## src/rtl/gen_reduce_seq.sv

```systemverilog
// Time-multiplexed CHUNK-ary AND-reduction: one shared CHUNK-input AND unit walks
// the tree level by level, reducing a WIDTH-bit word in place, one group per cycle.
module gen_reduce_seq #(
    parameter int unsigned WIDTH = 16,
    parameter int unsigned CHUNK = 4,
    parameter int unsigned LVL_W = 4
) (
    input  logic             clk,
    input  logic             rst_n,
    input  logic             in_valid,
    output logic             in_ready,
    input  logic [WIDTH-1:0] in_data,
    output logic             out_valid,
    input  logic             out_ready,
    output logic             out_data,
    output logic             busy,
    output logic [LVL_W-1:0] level_o
);

    localparam int unsigned NGRP  = WIDTH / CHUNK;
    localparam int unsigned GRP_W = (NGRP > 1) ? $clog2(NGRP) : 1;
    localparam int unsigned LW_W  = $clog2(WIDTH + 1);
    localparam int unsigned SH    = $clog2(CHUNK);

    typedef enum logic [1:0] {IDLE, REDUCE, DONE} state_t;

    state_t           state_q, state_d;
    logic [WIDTH-1:0] work_q, work_d;
    logic [LVL_W-1:0] level_q, level_d;
    logic [GRP_W-1:0] grp_q, grp_d;
    logic [LW_W-1:0]  lw_q, lw_d;
    logic             out_data_q, out_data_d;
    logic             in_ready_q, in_ready_d;
    logic             out_valid_q, out_valid_d;
    logic             busy_q, busy_d;
    logic             grp_and;
    logic             last_grp;

    // State and datapath registers
    always_ff @(posedge clk or negedge rst_n) begin
        if (!rst_n) begin
            state_q     <= IDLE;
            work_q      <= '0;
            level_q     <= '0;
            grp_q       <= '0;
            lw_q        <= '0;
            out_data_q  <= 1'b0;
            in_ready_q  <= 1'b1;
            out_valid_q <= 1'b0;
            busy_q      <= 1'b0;
        end else begin
            state_q     <= state_d;
            work_q      <= work_d;
            level_q     <= level_d;
            grp_q       <= grp_d;
            lw_q        <= lw_d;
            out_data_q  <= out_data_d;
            in_ready_q  <= in_ready_d;
            out_valid_q <= out_valid_d;
            busy_q      <= busy_d;
        end
    end

    // Next-state, shared AND unit and in-place write-back
    always_comb begin
        state_d    = state_q;
        work_d     = work_q;
        level_d    = level_q;
        grp_d      = grp_q;
        lw_d       = lw_q;
        out_data_d = out_data_q;
        grp_and    = 1'b1;
        last_grp   = (grp_q == GRP_W'((lw_q >> SH) - LW_W'(1)));

        for (int unsigned j = 0; j < NGRP; j++) begin
            if (GRP_W'(j) == grp_q) grp_and = &work_q[j*CHUNK +: CHUNK];
        end

        case (state_q)
            IDLE: begin
                if (in_valid) begin
                    work_d  = in_data;
                    level_d = '0;
                    grp_d   = '0;
                    lw_d    = LW_W'(WIDTH);
                    state_d = REDUCE;
                end
            end
            REDUCE: begin
                // Group g lands in bit g; it only reads bits >= g*CHUNK, so nothing unread is lost
                for (int unsigned j = 0; j < NGRP; j++) begin
                    if (GRP_W'(j) == grp_q) work_d[j] = grp_and;
                end
                grp_d = grp_q + GRP_W'(1);
                if (last_grp) begin
                    level_d = level_q + LVL_W'(1);
                    lw_d    = lw_q >> SH;
                    grp_d   = '0;
                    if (lw_q == LW_W'(CHUNK)) begin
                        out_data_d = grp_and;
                        state_d    = DONE;
                    end
                end
            end
            DONE: begin
                if (out_ready) state_d = IDLE;
            end
            default: state_d = IDLE;
        endcase

        in_ready_d  = (state_d == IDLE);
        out_valid_d = (state_d == DONE);
        busy_d      = (state_d == REDUCE);
    end

    assign in_ready  = in_ready_q;
    assign out_valid = out_valid_q;
    assign out_data  = out_data_q;
    assign busy      = busy_q;
    assign level_o   = level_q;

endmodule

```

## config.mk

```make
export PLATFORM = sky130hd
export DESIGN_NAME = gen_reduce_seq
export DESIGN_NICKNAME = d
export VERILOG_FILES = /design/src/rtl/gen_reduce_seq.sv
export SDC_FILE = /design/constraint.sdc
export NUM_CORES = 1
export LEC_CHECK = 0
export CAP_MARGIN = 20
export CORE_UTILIZATION = 55
export DETAILED_ROUTE_END_ITERATION = 16
export GPL_ROUTABILITY_DRIVEN = 0
export HOLD_SLACK_MARGIN = 0.06
export PLACE_DENSITY = 0.84
export SYNTH_ARGS = -nofsm -noshare
export SYNTH_HDL_FRONTEND = slang
export SYNTH_SLANG_ARGS = --single-unit
```

## constraint.sdc

```tcl
create_clock -name clk -period 4.8 [get_ports clk]
set_clock_uncertainty 0.05 [all_clocks]
set_input_delay 0.48 -clock clk [delete_from_list [all_inputs] [get_ports clk]]
set_output_delay 0.48 -clock clk [all_outputs]
set_load 0.02 [all_outputs]
```

==> key figures <==
Clock tree
  • Hold_buf cts: 0
  • Clock transition at path regs: 0.10 ns
  • Clock latency on the worst-skew pair: 0.33 ns
  • CTS Buf Count: 5
  • Post-CTS setup repair buffer count: 0
  • Gates resized, CTS repair: 0
  • Clock sink total: 31
  • CTS Buffer Depth: 2
  • CTS tree: yes
  • Root Driver: clkbuf_4
  • Htree depth: 2

STA
  • Final WS setup: 2.793 ns
  • Normalized max-slew margin: 51.41%
  • Fin Setup TNS: 0 ns
  • Final min period: 2.007 ns
  • Setup violators final: 0
  • Fmax: 498.2 MHz
  • RSZ-0062 raised after global routing: no
  • Final Hold Viols: 0
  • Worst hold slack: 0.4560 ns
  • Max-slew violations: 0
  • Worst slew pin tran: 0.7194 ns
  • Final period util: 41.82%

Placement
  • Dpl cell area: 1765 um^2
  • Hpwl dp: 2059 um
  • PortBufs: 27
  • Post-Place Setup Slack: 2.240 ns

GRT
  • Largest net degree at the start of global routing: 32
  • Met1 usage: 27.82%
  • Met3 Use GR: 8.475%
  • GRT Residual Overflow: 0
  • GR peak layer: met2
  • First-pass GRT wire length: 4685 um
  • Number of global-route vias before repair: 1074
  • Initial antenna violation count: 0
  • All-Layer GR Usage: 23.65%
  • Met2 Use GR: 37.86%

Critical path
  • Slowest stage delay, CP: 0.70 ns
  • CP Launch Point: grp_q[0]
  • Crit Path Category: reg -> reg
  • Cells on worst reg2reg path: 5
  • Critical Path Sink Type: flip-flop
  • Critical path peak fanout: 6
  • Startpoint Class: flip-flop
  • Crit path DAT: 2.15 ns
  • R2r endpoint: work_q[2]
  • CP Capture Point: work_q[2]
  • R2R Setup Slk: 2.79 ns
  • Worst R2R Start: grp_q[0]
  • Worst EP required: 4.94 ns
  • Crit path cell chain: inv_1 -> ha_1 -> a211oi_1 -> o41ai_1 -> a21oi_1
  • Slowest stage cell, crit path: o41ai_1

Logic synthesis
  • Ys Warns: 0
  • Count leader, synth: dfrtp_1
  • Netlist area before placement: 1471 um^2
  • Synth top area share: 51.02%
  • Post-synthesis net count: 160
  • XOR/XNOR Fraction of Synth Area: 1.190%
  • Number of flops mapped to enable cells by yosys: 0
  • Mean post-synth cell area: 10.90 um^2
  • Seq/Total Area, Yosys: 52.81%
  • Synth cell count leaders: dfrtp_1 (30), nor2_1 (15), a21oi_1 (13)
  • Synth Area in Compound Gates: 14.20%
  • Synth Instances: 135
  • Largest family of logic cells by synthesized area: simple AND/OR/NAND/NOR gates
  • Simple-Gate Fraction of Synth Area: 15.65%
  • Yosys cell types: 33
  • Seq cells post-synth: 31
  • Synth async-reset ratio: 100.0%
  • Mux cell area share after synthesis: 9.184%
  • Ys flop type: dfrtp_1
  • Adder-Cell Fraction of Synth Area: 4.252%
  • Cell taking the most area after synthesis: dfrtp_1
  • Largest cells by area after synthesis: dfrtp_1 (51%), mux2_2 (8.4%), a21oi_1 (4.4%)

Die
  • Row count: 18
  • Core box area: 2500 um^2
  • Die area: 2886 um^2
  • Die Wd: 53.73 um
  • Initial Util: 58.86%
  • Die height: 53.73 um
  • Ports: 28

Pwr
  • Maximum vdd drop: 436.9 uV
  • PwrDens: 592.0 nW/um^2
  • Leak pwr: 0.0007876 uW

Layout
  • Layout Nets: 191
  • Layout cells sized above 1: 14.37%
  • Antenna Cells: 0
  • Design area: 1846 um^2
  • Synthesis-to-layout area growth: 25.43%
  • Util after Layout: 73.82%

Routing
  • Post-DR vias/cell: 5.640
  • Pre-Repair DR Iteration Count: 4
  • Via count: 1111
  • Post-DRT Antenna Nets: 0
  • DRC Markers: 0
  • Final wirelength: 2921 um
  • Initial DRC count: 20
  • Routed WL per cell: 14.83 um

Outcome
  • Status: finished clean

Hold path
  • Min-delay worst type: reg -> reg

Flow run
  • Max_cap viols: 0
-- cells in the final DEF (no fill, tap or decap), drive strengths merged, types with 4 or more instances in the layout --
| master | n |
|---|---|
| inv | 5 |
| a2bb2oi | 4 |
| nand2b | 6 |
| ha | 5 |
| nand2 | 8 |
| a21oi | 13 |
| dfrtp | 30 |
| clkdlybuf4s50 | 27 |
| mux2 | 12 |
| nor2 | 15 |
| clkbuf | 8 |
-- area by class of cell --
type,count,area (um^2)
Fill cell,190,654.4
Multi-Input combinational cell,94,654.4
Tap cell,30,37.54
Inverter,5,18.77
Clock buffer,8,68.82
Sequential cell,31,777.0
Timing Repair Buffer,29,289.0
-- where the power goes --
| part | switching [uW] | total [uW] | internal, uW |
|---|---|---|---|
| Combinational | 227 | 450 | 223 |
| Sequential | 91.5 | 470 | 378 |
| Clock | 86.5 | 173 | 86.1 |
| Total | 405 | 1090 | 688 |
-- how the worst min path moves through the flow --
stage                             to  depth (start not counted)  startpoint  slack, ns
final                     work_q[12]                          1  work_q[12]       0.46
after floorplan                 busy                          0       rst_n       0.13
after detailed placement  work_q[12]                          1  work_q[12]       0.44
after global routing       work_q[7]                          1   work_q[7]       0.49
after global placement      out_data                          2    out_data       0.42
after CTS                 work_q[12]                          1  work_q[12]       0.46
-- stage by stage --
stage | cells | power (uW)
floorplan | 135 | 775.5
global placement | 188 | 893.4
detailed placement | 188 | 919.7
CTS | 196 | 1097
global route | 197 | 1173
finish | 197 | 1093
-- worst max-delay path, delay by kind of cell, from the launching register on --
kind	cells	cell delay (ns)
buffers and inverters	1	0.15
flip-flops	1	0.45
AO/OA/AOI/OAI	3	0.95
adder cells (fa/ha/maj)	1	0.27
-- sequential cells by signal, summed over array words and instances (netlist names) --
signal / flops
work_q: 16
out_valid: 1
busy: 1
state_q: 2
grp_q: 2
in_ready: 1
out_data: 1
lw_q: 3
level_o: 4
-- routing by layer --
| layer | vias up | share of wire (%) |
|---|---|---|
| met5 | - | 0 |
| met1 | 529 | 44 |
| met2 | 28 | 48 |
| met4 | 0 | 2.5 |
| li1 | 545 | - |
| met3 | 9 | 5.4 |
-- kinds of logic after synthesis --
| family | after synthesis |
|---|---|
| fa+ha+maj | 5 |
| buf+inv | 10 |
| simple gates | 44 |
| compound gates | 31 |
| mux | 12 |
| flops | 31 |
| xor+xnor | 2 |
Power figures use the tool's default switching activity.
